**src/rtl/lm32_dp_ram_ctrl_pkg.sv**
```systemverilog
// Shared definitions for the dual-port RAM write-port controller.
//   state_e : controller state. The encoding matches the shared lm32
//             defines: FLUSH = 1'b0, IDLE = 1'b1.
//   pick_b  : round-robin choice between the two write requesters.
package lm32_dp_ram_ctrl_pkg;

   typedef enum logic {
      ST_FLUSH = 1'b0,
      ST_IDLE  = 1'b1
   } state_e;

   // B wins when it is the only requester. On contention it wins only if
   // A took the previous grant (last_b == 0).
   function automatic logic pick_b(input logic a_req, input logic b_req,
                                   input logic last_b);
      return b_req & (~a_req | ~last_b);
   endfunction

endpackage

```
**src/rtl/lm32_dp_ram_ctrl.sv**
```systemverilog
// Write-port controller for the simple dual-port RAM behind the cache
// tag/data arrays. After reset, or when flush_i is asserted, it sweeps every
// word to init_value. After that it shares the single write port between
// requesters A and B with round-robin arbitration.
// Ports:
//   clk_i, rst_i              clock, asynchronous active-high reset
//   flush_i                   request a full-array flush (level)
//   a_req_i/a_addr_i/a_data_i requester A write request, address, data
//   a_gnt_o                   A's write is performed this cycle
//   b_*                       same for requester B
//   ram_we_o/ram_waddr_o/ram_wdata_o  RAM write port
//   busy_o                    flush in progress, RAM contents invalid
//   flush_done_o              one-cycle pulse in the first IDLE cycle
module lm32_dp_ram_ctrl #(
   parameter int                    addr_width = 32,
   parameter int                    addr_depth = 1024,
   parameter int                    data_width = 8,
   parameter logic [data_width-1:0] init_value = '0
) (
   input  logic                  clk_i,
   input  logic                  rst_i,
   input  logic                  flush_i,
   input  logic                  a_req_i,
   input  logic [addr_width-1:0] a_addr_i,
   input  logic [data_width-1:0] a_data_i,
   output logic                  a_gnt_o,
   input  logic                  b_req_i,
   input  logic [addr_width-1:0] b_addr_i,
   input  logic [data_width-1:0] b_data_i,
   output logic                  b_gnt_o,
   output logic                  ram_we_o,
   output logic [addr_width-1:0] ram_waddr_o,
   output logic [data_width-1:0] ram_wdata_o,
   output logic                  busy_o,
   output logic                  flush_done_o
);
   import lm32_dp_ram_ctrl_pkg::*;

   localparam logic [addr_width-1:0] last_addr = addr_width'(addr_depth - 1);

   state_e                state_q, state_d;
   logic [addr_width-1:0] cnt_q, cnt_d;
   logic                  last_b_q, last_b_d;
   logic                  done_q, done_d;

   always_ff @(posedge clk_i or posedge rst_i) begin
      if (rst_i) begin
         state_q  <= ST_FLUSH;
         cnt_q    <= '0;
         last_b_q <= 1'b1;
         done_q   <= 1'b0;
      end else begin
         state_q  <= state_d;
         cnt_q    <= cnt_d;
         last_b_q <= last_b_d;
         done_q   <= done_d;
      end
   end

   always_comb begin
      state_d     = state_q;
      cnt_d       = cnt_q;
      last_b_d    = last_b_q;
      done_d      = 1'b0;
      a_gnt_o     = 1'b0;
      b_gnt_o     = 1'b0;
      ram_we_o    = 1'b0;
      ram_waddr_o = '0;
      ram_wdata_o = '0;
      busy_o      = 1'b0;

      case (state_q)
         ST_FLUSH: begin
            // Requests stay pending; the requesters keep them asserted.
            ram_we_o    = 1'b1;
            ram_waddr_o = cnt_q;
            ram_wdata_o = init_value;
            busy_o      = 1'b1;
            if (flush_i) begin
               // Restart takes priority over finishing, so no done pulse.
               cnt_d = '0;
            end else if (cnt_q == last_addr) begin
               state_d = ST_IDLE;
               cnt_d   = '0;
               done_d  = 1'b1;
            end else begin
               cnt_d = cnt_q + addr_width'(1);
            end
         end

         default: begin
            // Grants never depend on flush_i. A flush request still lets
            // this cycle's write through and starts on the next cycle.
            b_gnt_o = pick_b(a_req_i, b_req_i, last_b_q);
            a_gnt_o = a_req_i & ~b_gnt_o;
            if (a_gnt_o) begin
               ram_we_o    = 1'b1;
               ram_waddr_o = a_addr_i;
               ram_wdata_o = a_data_i;
               last_b_d    = 1'b0;
            end else if (b_gnt_o) begin
               ram_we_o    = 1'b1;
               ram_waddr_o = b_addr_i;
               ram_wdata_o = b_data_i;
               last_b_d    = 1'b1;
            end
            if (flush_i) begin
               state_d = ST_FLUSH;
               cnt_d   = '0;
            end
         end
      endcase
   end

   assign flush_done_o = done_q;

endmodule

```
**config.mk**
```make
export PLATFORM = sky130hd
export DESIGN_NAME = lm32_dp_ram_ctrl
export DESIGN_NICKNAME = d
export VERILOG_FILES = /design/src/rtl/lm32_dp_ram_ctrl_pkg.sv /design/src/rtl/lm32_dp_ram_ctrl.sv
export SDC_FILE = /design/constraint.sdc
export NUM_CORES = 1
export LEC_CHECK = 0
export CELL_PAD_IN_SITES_DETAIL_PLACEMENT = 0
export CELL_PAD_IN_SITES_GLOBAL_PLACEMENT = 1
export CORE_ASPECT_RATIO = 0.75
export CORE_UTILIZATION = 28
export CTS_CLUSTER_SIZE = 20
export DETAILED_ROUTE_END_ITERATION = 12
export HOLD_SLACK_MARGIN = 0.02
export PLACE_DENSITY = 0.78
export REMOVE_ABC_BUFFERS = 1
export SYNTH_ARGS = -nofsm -noshare
export SYNTH_HDL_FRONTEND = slang
export SYNTH_SLANG_ARGS = --single-unit
```
**constraint.sdc**
```tcl
create_clock -name clk_i -period 2.6 [get_ports clk_i]
set_clock_uncertainty 0.15 [all_clocks]
set_input_delay 0.78 -clock clk_i [delete_from_list [all_inputs] [get_ports clk_i]]
set_output_delay 0.78 -clock clk_i [all_outputs]
set_load 0.02 [all_outputs]
```
# Yosys cells after proc, flatten, opt, wreduce, memory -nomap -nowiden

Cells that the tools add are included.

Register bits: 35
Input bits: 85
Output and inout bits: 45
Logic and storage cells: 38

Add/subtract/negate cells: 1
Eq/ne operators: 2
Muxes and demuxes: 23
Bitwise operators: 6
Reductions and logical operators: 2

Operators with widths:

| operator              | count |
|---|---|
| $mux 32               | 7 |
| $add 32x1->32 const B | 1 |
| $eq 32x10->1 const B  | 1 |
| $mux 8                | 3 |
| $mux 1                | 13 |
| $not 1->1             | 3 |
| $and 1x1->1           | 2 |
| $ne 2x2->1 const B    | 1 |
| $reduce_and 2->1      | 1 |
| $reduce_bool 2->1     | 1 |
| $or 1x1->1            | 1 |

# Longest topological paths before layout

Gate-level depths: netlist of the first run.

Word-level depth: 7
Depth in mapped cells: 7
Depth with buffers taken out: 6

# Worst setup path after synthesis of the first run

OpenSTA, ideal clock, no wires.

Path type: input -> output
Start: in a_req_i
End: out ram_waddr_o[30]
Data arrival time: 1.933 ns
Data required time: 1.670 ns
Setup slack: -0.263 ns
Cell stages on the path: 5
Buffers on the path: 1
Path through: nand2_1 > a21oi_1 > clkbuf_1 > a22oi_1 > o21ai_0

Word-level cells in the longest chain between the ends: 7
Elaborated cells on any way between the ends: 8
Classes of those cells: 3 x mux; 5 x bitwise

Ends and longest elaborated chain:

| element            | RTL line                   | source |
|---|---|---|
| start: declaration | lm32_dp_ram_ctrl.sv:23     | `input logic a_req_i,` |
| $not 1->1          | lm32_dp_ram_ctrl_pkg.sv:16 | `return b_req & (~a_req \| ~last_b);` |
| $or 1x1->1         | lm32_dp_ram_ctrl_pkg.sv:16 |  |
| $and 1x1->1        | lm32_dp_ram_ctrl_pkg.sv:16 |  |
| $not 1->1          | lm32_dp_ram_ctrl.sv:95     | `a_gnt_o = a_req_i & ~b_gnt_o;` |
| $and 1x1->1        | lm32_dp_ram_ctrl.sv:95     |  |
| $mux 32 *          | lm32_dp_ram_ctrl.sv:96     | `if (a_gnt_o) begin` |
| $mux 32 *          | lm32_dp_ram_ctrl.sv:72     | `case (state_q)` |
| end: declaration   | lm32_dp_ram_ctrl.sv:32     | `output logic [addr_width-1:0] ram_waddr_o,` |

Every way passes the cells marked *; elsewhere a longest branch is shown, timed or not.

# Worst setup path after layout of the first run

Start: in b_req_i
End: out ram_waddr_o[15]

Word-level cells in the longest chain between the ends: 5
Elaborated cells on any way between the ends: 6
Classes of those cells: 3 x mux; 3 x bitwise

Ends and longest elaborated chain:

| element            | RTL line                   | source |
|---|---|---|
| start: declaration | lm32_dp_ram_ctrl.sv:27     | `input logic b_req_i,` |
| $and 1x1->1 *      | lm32_dp_ram_ctrl_pkg.sv:16 |  |
| $not 1->1          | lm32_dp_ram_ctrl.sv:95     |  |
| $and 1x1->1        | lm32_dp_ram_ctrl.sv:95     |  |
| $mux 32 *          | lm32_dp_ram_ctrl.sv:96     |  |
| $mux 32 *          | lm32_dp_ram_ctrl.sv:72     |  |

Marked as above.

==> results of run 1 <==
==> state kept, by name, summed over array words and instances (netlist names) <==
signal,flops
state_q,1
last_b_q,1
cnt_q,32
flush_done_o,1
==> cells by family (layout without fill, tap and decap cells) <==
family | after synthesis | after routing | synth area share (%)
AO/OA/AOI/OAI | 137 | 137 | 34.4
AND/OR/NAND/NOR | 100 | 100 | 20.8
buffers and inverters | 61 | 205 | 9.05
flip-flops | 35 | 35 | 33.6
XOR/XNOR | 5 | 5 | 1.68
adder cells (fa/ha/maj) | 1 | 1 | 0.479
==> placed cells by master (no fill, tap or decap), types with 6 or more instances in the layout <==
cell and instances:
a21oi_1 13, nand4_1 6, nand2_1 20, a31oi_1 19, clkdlybuf4s50_1 83, nor2_1 14
buf_4 54, nor3_1 9, inv_1 33, clkbuf_16 6, o21ai_1 29, o21ai_0 12
buf_6 18, a22o_1 9, nor4_1 8, a22oi_2 15, nand3_1 12, a22oi_1 15
dfrtp_1 33
==> through the flow <==
step	hold WS [ns]	area (µm²)	power [W]
2_1_floorplan	0.320	2500	0.000617
3_3_place_gp	0.361	4230	0.000785
3_5_place_dp	0.359	4230	0.000789
4_1_cts	0.366	4480	0.00139
5_1_grt	0.390	4540	0.00144
6_report	0.363	4540	0.00139
==> repair_timing <==
item | CTS | global route
gates resized for setup | 306 | 24
hold endpoints to repair | 0 | 0
buffers inserted | 7 | 0
gates cloned | 3 | 1
pin swaps | 11 | 8
setup endpoints to repair | 43 | 43
==> layer usage <==
metal	share of wire [%]	routed length (µm)	track usage [%]	vias to the layer above
met1	46	4360	26.2	1526
met4	0.81	78	3.35	0
li1	-	-	-	1567
met5	0	0	0	-
met2	46	4380	32.5	143
met3	7.9	758	4.88	8
==> final cells by class <==
class                      count  share of cell area [%]
timing repair buffer         165                    35.4
tap                          128                    3.52
multi-input combinational    243                    35.8
sequential                    35                    19.3
inverter                      33                    2.73
clock inverter                 1                   0.110
clock buffer                   6                    3.06
==> path summary, 6_finish.rpt <==
kind	start	endpoint	slack [ns]
worst min-delay path	cnt_q[9]	cnt_q[9]	0.36
min in group asynchronous	rst_i	cnt_q[0]	0.76
worst max register to register	cnt_q[1]	cnt_q[24]	0.14
worst max-delay path	b_req_i	ram_waddr_o[15]	-0.14
max in group asynchronous	rst_i	state_q	1.16
worst min register to register	cnt_q[9]	cnt_q[9]	0.36
==> Yosys cell counts, types with 2 or more instances <==
| master | count | share of area [%] |
|---|---|---|
| a22o_1 | 9 | 3.0 |
| buf_2 | 3 | 0.57 |
| and3_1 | 4 | 0.96 |
| or3_1 | 4 | 0.96 |
| nand2b_1 | 4 | 0.96 |
| o21ai_0 | 42 | 8.0 |
| xnor2_1 | 5 | 1.7 |
| nor4_1 | 8 | 1.9 |
| nor3_1 | 9 | 1.7 |
| dfrtp_1 | 34 | 33 |
| a21oi_1 | 15 | 2.9 |
| nand4_1 | 6 | 1.4 |
| a41oi_1 | 5 | 1.7 |
| a221o_1 | 2 | 0.77 |
| o31ai_1 | 4 | 1.1 |
| clkbuf_1 | 23 | 3.3 |
| nand3_1 | 12 | 2.3 |
| nor2b_1 | 5 | 1.2 |
| or4_1 | 3 | 0.86 |
| inv_1 | 33 | 4.7 |
| nor2_1 | 14 | 2.0 |
| a22oi_1 | 30 | 8.6 |
| nand2_1 | 22 | 3.2 |
| a31oi_1 | 19 | 4.5 |
| and4_1 | 2 | 0.67 |
==> power by group <==
| group | total (W) | internal [W] | leakage [nW] | switching [W] |
|---|---|---|---|---|
| clock | 0.000604 | 0.000374 | 0.0727 | 0.000230 |
| sequential | 0.000560 | 0.000551 | 0.481 | 0.00000860 |
| combinational | 0.000226 | 0.000148 | 1.25 | 0.0000783 |
| total | 0.00139 | 0.00107 | 1.81 | 0.000316 |
==> results.json, run 1 <==
{
  "place.detailed.hpwl_um": 6570,
  "final.setup.worst_slack_ns": -0.141,
  "crit_arrival_ns": 1.81,
  "period_share_pct": 105,
  "detail_route.drc_violations": 0,
  "viasPerCell": 5.31,
  "final.min_clock_period_ns": 2.74,
  "ioPinCount": 130,
  "max_capacitance_violation_total": 0,
  "finalCoreUtilization_pct": 50.2,
  "ys.warnings.count": 0,
  "drive_gt1_share_pct": 23.8,
  "port_buffer_count": 129,
  "antennaDiodeCount": 0,
  "worst_path_largest_cell_delay_ns": 0.20,
  "start_util_pct": 28.9,
  "layout.area.seq_um2": 878,
  "filler_cell_count": 881,
  "rsz_0062_raised_after_global_routing": "yes",
  "critical_path.n_buffers_inverters": 5,
  "num_rows": 30,
  "critical_path.startpoint_type": "input pin",
  "first_global_vias": 3064,
  "setup.worst_path.end_class": "output port",
  "tritoncts": "built",
  "critPathTopFamily": "buffers and inverters",
  "report.final.slew_viol_count": 0,
  "cp_data_required_time_ns": 1.67,
  "floorplan.die_area_mm2": 0.00972,
  "final_nets": 569,
  "antenna_found_initial": 0,
  "total_leakage_power_nw": 1.81,
  "multi_input_area_mm2": 0.00163,
  "max_freq_ghz": 0.365,
  "async_reset_ff_share_pct": 100,
  "synth_edf_count": 0,
  "core-area_mm2": 0.00905,
  "mappedNetlistArea_mm2": 0.00261,
  "critical_path.max_fanout": 8,
  "vdd_drop_max_uv": 197,
  "drtAntennaViolNets": 0,
  "drt-wirelength-per-cell_um": 15.7,
  "slew-limit-headroom_pct": 63.3,
  "timing_hold_violations_final": 0,
  "synthToLayoutAreaGrowth_pct": 73.9,
  "hold_class": "reg2reg",
  "numClockSinks": 35,
  "detail_route.iter0.violations": 165,
  "post_synth_inst_count": 339,
  "wirelength_um": 9580,
  "cts_made_buffers": 5,
  "dp.cells": 596,
  "setup.worst_path.class": "in2out",
  "holdPathStages": 1,
  "pin_count_of_the_biggest_net_entering_global_routing": 36,
  "sum_of_negative_setup_slack_ns": -3.39,
  "die-height_um": 85.7,
  "gpl.final_weighted_congestion": 0.869,
  "overflow": 0,
  "track_usage_pct": 19.6,
  "placement.setup.worst_slack_ns": -1.08,
  "synth.lib_cells_used.distinct": 47,
  "cts_buffer_depth": 2,
  "pwr_density_cell_mw_per_mm2": 306,
  "cp.depth": 8,
  "timing.critical_path.slowest_stage_cell": "a21oi_4",
  "drt_pre_antenna_iters": 4,
  "clkTransAtPathRegs_ns": 0.05,
  "part_of_the_yosys_area_used_for_sequential_elements_pct": 33.6,
  "cts-hold-fix-buffers": 0,
  "syn_avg_cell_area_um2": 7.71,
  "worst_pin_slew_ns": 0.548,
  "result_of_the_run": "finished with violations",
  "dominantRegCellSynth": "dfrtp_1",
  "detailroute.via_count": 3244,
  "htree_levels": 2,
  "post_layout_nonfiller_instances": 611,
  "setup_viol": 40,
  "grt_first_pass_wirelength_um": 15100,
  "dieWidth_um": 114,
  "clkLatencyLatePin_ns": 0.28,
  "path_common_cell": "buf_6",
  "synth.ff_latch_count": 35,
  "reg2reg_depth": 6,
  "clock_root_buffer": "clkbuf_16",
  "path_cells": "buf_6 > buf_6 > a21oi_4 > buf_6 > buf_12 > a22oi_1 > o21ai_1 > buf_4",
  "violations": "setup timing"
}
Power figures use the tool's default switching activity.
==> run 2: changes to the inputs <==
- CELL_PAD_IN_SITES_DETAIL_PLACEMENT: 0 -> not set
- CELL_PAD_IN_SITES_GLOBAL_PLACEMENT: 1 -> not set
- CORE_MARGIN: not set -> 4
- CORE_UTILIZATION: 28 -> 41
- PLACE_DENSITY: 0.78 -> 0.79
- RECOVER_POWER: not set -> 50
==> run 2 against run 1 <==
  * The flow still finishes with violations (setup timing)
  * Final cell count fell by 7.4%
  * Count of clock-buffer cells in the layout is the same
  * Sequential cell count did not move
  * Worst hold slack better by 0.014 ns
  * Wire length is 15% higher
  * Cell area is 1.8% higher
  * Sequential power barely moved
  * Clock power decreased by 14%
  * Global-route usage is 8.3 points higher
  * Critical path type unchanged
  * Critical endpoint is now ram_waddr_o[12]
==> results.json, run 2 (synthesis gave the netlist of run 1 again) <==
{
  "clock_root_buffer": "clkbuf_8",
  "result_of_the_run": "finished with violations",
  "drtAntennaViolNets": 0,
  "synthToLayoutAreaGrowth_pct": 77.1,
  "pin_count_of_the_biggest_net_entering_global_routing": 36,
  "timing_hold_violations_final": 0,
  "dieWidth_um": 100,
  "violations": "setup timing",
  "most-common-layout-cells": "clkdlybuf4s50_1 (81), buf_4 (52), inv_1 (33), dfrtp_1 (33), o21ai_1 (29)",
  "report.final.slew_viol_count": 0,
  "critical_path.startpoint_type": "input pin",
  "gpl.final_weighted_congestion": 0.880,
  "overflow": 0,
  "viasPerCell": 6.05,
  "max_capacitance_violation_total": 0,
  "post-route-cell-area_mm2": 0.00463,
  "htree_levels": 2,
  "die-height_um": 77.1,
  "floorplan.die_area_mm2": 0.00773,
  "final_nets": 573,
  "detailroute.via_count": 3427,
  "register_with_the_most_flip_flops": "cnt_q",
  "cts_buffer_depth": 2,
  "combinationalPowerShare_pct": 17.3,
  "detail_route.drc_violations": 0,
  "total_leakage_power_nw": 1.85,
  "final.min_clock_period_ns": 2.75,
  "place.detailed.hpwl_um": 6970,
  "core-area_mm2": 0.00601,
  "first_global_vias": 3373,
  "slew-limit-headroom_pct": 40.2,
  "antenna_found_initial": 0,
  "reg2reg_depth": 6,
  "filler_cell_count": 442,
  "hold_class": "reg2reg",
  "track_usage_pct": 27.9,
  "placed_cell_area_mm2": 0.00416,
  "setup_viol": 40,
  "crit_arrival_ns": 1.82,
  "most_common_library_cell_in_the_layout_ignoring_fill_and_taps": "clkdlybuf4s50_1",
  "pwr_density_cell_mw_per_mm2": 282,
  "drt_pre_antenna_iters": 7,
  "rsz_0062_raised_after_global_routing": "yes",
  "net_sw_power_w": 0.000299,
  "period_share_pct": 106,
  "antennaDiodeCount": 0,
  "power.share.sequential_pct": 42.8,
  "final.setup.worst_slack_ns": -0.145,
  "cp_data_required_time_ns": 1.67,
  "power.share.switching_pct": 23.0,
  "worst_pin_slew_ns": 0.897,
  "detail_route.iter0.violations": 238,
  "port_buffer_count": 129,
  "num_rows": 24,
  "finalCoreUtilization_pct": 77.0,
  "grt_first_pass_wirelength_um": 17100,
  "tritoncts": "built",
  "clkTransAtPathRegs_ns": 0.07,
  "flip_flop_count_of_the_largest_register_all_copies_and_words_added": 32,
  "vdd_drop_max_uv": 150,
  "cts_made_buffers": 5,
  "max_freq_ghz": 0.364,
  "clkPwrFrac_pct": 39.8,
  "holdPathStages": 1,
  "setup.worst_path.class": "in2out",
  "drive_gt1_share_pct": 25.6,
  "ioPinCount": 130,
  "setup.worst_path.end_class": "output port",
  "start_util_pct": 43.5,
  "wirelength_um": 11000,
  "power.internal_w": 0.00101,
  "power.total_w": 0.00130,
  "drt-wirelength-per-cell_um": 19.4,
  "numClockSinks": 35,
  "clkLatencyLatePin_ns": 0.29,
  "critical_path.max_fanout": 6
}
-- run 2: metrics by stage --
stage | std cells | TNS [ns] | hold slack [ns] | setup WS, ns
after floorplan | 311 | -74.72 | 0.320 | -1.75
after global placement | 544 | -38.92 | 0.357 | -0.978
after detailed placement | 544 | -40.19 | 0.361 | -1.02
after CTS | 565 | -2.93 | 0.370 | -0.131
after global routing | 566 | -5.20 | 0.403 | -0.158
final | 566 | -3.76 | 0.378 | -0.145
-- run 2: area by class of cell --
| class | count | area [µm²] | area share [%] |
|---|---|---|---|
| clock buffer | 6 | 82.6 | 1.78 |
| inverter | 33 | 124 | 2.68 |
| tap | 78 | 97.6 | 2.11 |
| clock inverter | 2 | 35.0 | 0.757 |
| timing repair buffer | 169 | 1770 | 38.2 |
| sequential | 35 | 878 | 19.0 |
| multi-input combinational | 243 | 1640 | 35.5 |
-- run 2: path summary, 6_finish.rpt --
kind                            slack [ns]      from              end
min in group asynchronous             1.07     rst_i        cnt_q[24]
worst max register to register        0.11  cnt_q[1]        cnt_q[24]
worst min-delay path                  0.38  cnt_q[9]         cnt_q[9]
worst max-delay path                 -0.15   a_req_i  ram_waddr_o[12]
worst min register to register        0.38  cnt_q[9]         cnt_q[9]
max in group asynchronous             0.63     rst_i          state_q
-- run 2: power by group through the flow --
| stage | Combinational, W | Clock (W) | Sequential, W |
|---|---|---|---|
| finish | 0.000226 | 0.000520 | 0.000559 |
| global route | 0.000241 | 0.000547 | 0.000560 |
| CTS | 0.000224 | 0.000522 | 0.000558 |
| detailed placement | 0.000217 | 0 | 0.000569 |
| global placement | 0.000213 | 0 | 0.000569 |
| floorplan | 0.0000493 | 0 | 0.000567 |
-- run 2: critical path, stage by stage --
cell	delay [ns]
buf_6	0.10
buf_6	0.11
a21oi_4	0.18
buf_12	0.18
buf_12	0.13
a22oi_1	0.06
o21ai_1	0.10
buf_4	0.16
-- run 2: routing by layer --
| layer | routed length, µm | share of wire [%] | GRT usage (%) |
|---|---|---|---|
| met5 | 0 | 0 | 0 |
| met4 | 215 | 2.0 | 8.61 |
| met3 | 1250 | 11 | 7.80 |
| met2 | 5210 | 47 | 46.9 |
| met1 | 4320 | 39 | 34.6 |
-- run 2: what timing repair did --
item	in CTS	in global routing
endpoints found under the setup margin	44	43
hold buffers	0	0
pin swaps	6	4
endpoints found under the hold margin	0	0
buffers inserted	6	1
gates resized for setup	312	20
cloned	7	1
==> run 3: changes to the inputs <==
- CORE_MARGIN: 4 -> not set
==> run 3 against run 2 <==
  * The flow still finishes with violations (setup timing)
  * Sequential power about the same
  * Cell area decreased by 2.3%
  * Worst hold slack got worse by 0.012 ns
  * Power decreased by 6.2%
  * Non-clock buffer count decreased by 6
  * First-iteration DRC count increased by 22%
  * Count of clock-buffer cells in the layout increased by 2
==> results.json, run 3 (synthesis gave the netlist of run 1 again) <==
{
  "result_of_the_run": "finished with violations",
  "violations": "setup timing",
  "detailroute.via_count": 3299,
  "report.final.slew_viol_count": 0,
  "drtAntennaViolNets": 0,
  "power.internal_w": 0.000938,
  "antennaDiodeCount": 0,
  "htree_levels": 2,
  "final.setup.worst_slack_ns": -0.0751,
  "flip_flop_count_of_the_largest_register_all_copies_and_words_added": 32,
  "holdPathStages": 1,
  "filler_cell_count": 444,
  "overflow": 0,
  "crit-reg2reg-capture": "cnt_q[24]",
  "clkPwrFrac_pct": 35.8,
  "detail_route.drc_violations": 0,
  "critical_path.max_fanout": 6,
  "min_from": "cnt_q[9]",
  "drive_gt1_share_pct": 24.5,
  "cp_data_required_time_ns": 1.67,
  "final.min_clock_period_ns": 2.68,
  "setup.worst_path.end_class": "output port",
  "crit_path_start": "a_req_i",
  "num_rows": 24,
  "vdd_drop_max_uv": 213,
  "path_cells": "buf_8 > nand2_4 > a21oi_4 > buf_8 > buf_16 > a221o_1 > buf_6",
  "net_sw_power_w": 0.000284,
  "placed_cell_area_mm2": 0.00416,
  "rsz_0062_raised_after_global_routing": "yes",
  "ioPinCount": 130,
  "port_buffer_count": 129,
  "layout.area.seq_um2": 878,
  "dieWidth_um": 94.2,
  "clock_root_buffer": "clkbuf_8",
  "worst_path_largest_cell_delay_ns": 0.32,
  "floorplan.die_area_mm2": 0.00670,
  "power.total_w": 0.00122,
  "place.detailed.hpwl_um": 6280,
  "most-common-layout-cells": "clkdlybuf4s50_1 (82), buf_4 (47), inv_1 (33), dfrtp_1 (33), o21ai_1 (29)",
  "first_global_vias": 3094,
  "setup.reg_to_reg.worst_slack_ns": 0.10,
  "r2r-start": "cnt_q[0]",
  "final_nets": 567,
  "synthToLayoutAreaGrowth_pct": 73.0,
  "path_common_cell": "buf_8",
  "timing.critical_path.slowest_stage_cell": "a221o_1",
  "antenna_found_initial": 0,
  "post-route-cell-area_mm2": 0.00452,
  "hold_path_end": "cnt_q[9]",
  "total_leakage_power_nw": 1.80,
  "detail_route.iter0.violations": 290,
  "setup_viol": 26,
  "power.share.sequential_pct": 45.8,
  "power.share.switching_pct": 23.3,
  "viasPerCell": 5.89,
  "grt_first_pass_wirelength_um": 14700,
  "slew-limit-headroom_pct": 40.0,
  "drt-wirelength-per-cell_um": 16.6,
  "hold_class": "reg2reg",
  "die-height_um": 71.1,
  "clkTransAtPathRegs_ns": 0.07,
  "drt_pre_antenna_iters": 5,
  "max_freq_ghz": 0.374,
  "combinationalPowerShare_pct": 18.4,
  "most_common_library_cell_in_the_layout_ignoring_fill_and_taps": "clkdlybuf4s50_1",
  "register_with_the_most_flip_flops": "cnt_q",
  "whs_ns": 0.365,
  "max_capacitance_violation_total": 0,
  "reg2reg_depth": 6,
  "timing_hold_violations_final": 0,
  "gpl.final_weighted_congestion": 0.845,
  "critical_path.startpoint_type": "input pin",
  "setup.worst_path.class": "in2out",
  "period_share_pct": 103,
  "numClockSinks": 35,
  "crit_arrival_ns": 1.75,
  "multi_input_area_mm2": 0.00165,
  "wirelength_um": 9290,
  "pin_count_of_the_biggest_net_entering_global_routing": 36,
  "pwr_density_cell_mw_per_mm2": 271,
  "track_usage_pct": 28.1,
  "cts_made_buffers": 5,
  "tritoncts": "built",
  "start_util_pct": 43.7,
  "clkLatencyLatePin_ns": 0.29,
  "worst_pin_slew_ns": 0.900,
  "core-area_mm2": 0.00598,
  "cts_buffer_depth": 2
}
## run 3: changes by cell type in the layout (fill, tap and decap cells not counted), sizes merged
cell / change
clkbuf: +3
bufinv: -1
buf: -8
clkdlybuf4s50: +1
clkinv: -1
## run 3: layout make-up
| type | count | share of cell area (%) |
|---|---|---|
| repair buffers | 163 | 36.9 |
| multi-input cells | 243 | 36.6 |
| flip-flops and latches | 35 | 19.4 |
| inverters | 33 | 2.74 |
| clock buffers | 8 | 2.21 |
| well taps | 78 | 2.16 |
## run 3: per-stage QoR
step	utilization [%]	std cells	setup WS, ns	TNS [ns]
after floorplan	-	311	-1.75	-74.72
after detailed placement	69.6	542	-0.994	-40.08
after global routing	75.6	560	-0.116	-2.52
after global placement	69.6	542	-0.976	-40.06
after CTS	73.4	560	-0.0610	-0.524
final	75.6	560	-0.0751	-0.528
## run 3: worst max-delay path by stage
stage / endpoint / cells past startpoint
after floorplan: ram_waddr_o[0] / 4
after global placement: ram_waddr_o[22] / 7
after detailed placement: ram_waddr_o[9] / 7
after CTS: ram_waddr_o[3] / 7
after global routing: ram_waddr_o[3] / 6
final: ram_waddr_o[6] / 7
## run 3: timing repair
| action | CTS | global route |
|---|---|---|
| setup buffers | 6 | 0 |
| hold buffers | 0 | 0 |
| cloned | 5 | 1 |
| resized for setup | 272 | 58 |
| pin swaps | 8 | 6 |
| setup endpoints to repair | 43 | 42 |
## run 3: routing by layer
layer | GRT usage [%] | share of wire, % | up-vias
li1 | - | - | 1566
met1 | 37.7 | 44 | 1550
met2 | 46.9 | 46 | 170
met3 | 5.27 | 8.5 | 13
met4 | 7.01 | 1.5 | 0
met5 | 0 | 0 | -
## run 3: power groups by stage
stage | Clock, W | Sequential [W] | Combinational, W
global placement | 0 | 0.000569 | 0.000212
finish | 0.000438 | 0.000560 | 0.000225
floorplan | 0 | 0.000567 | 0.0000493
global route | 0.000462 | 0.000561 | 0.000242
CTS | 0.000443 | 0.000560 | 0.000223
detailed placement | 0 | 0.000570 | 0.000217
## run 3: critical path, delay by kind of cell
| kind | cells | cell delay, ns |
|---|---|---|
| buf+inv | 4 | 0.54 |
| simple gates | 1 | 0.06 |
| compound gates | 2 | 0.36 |
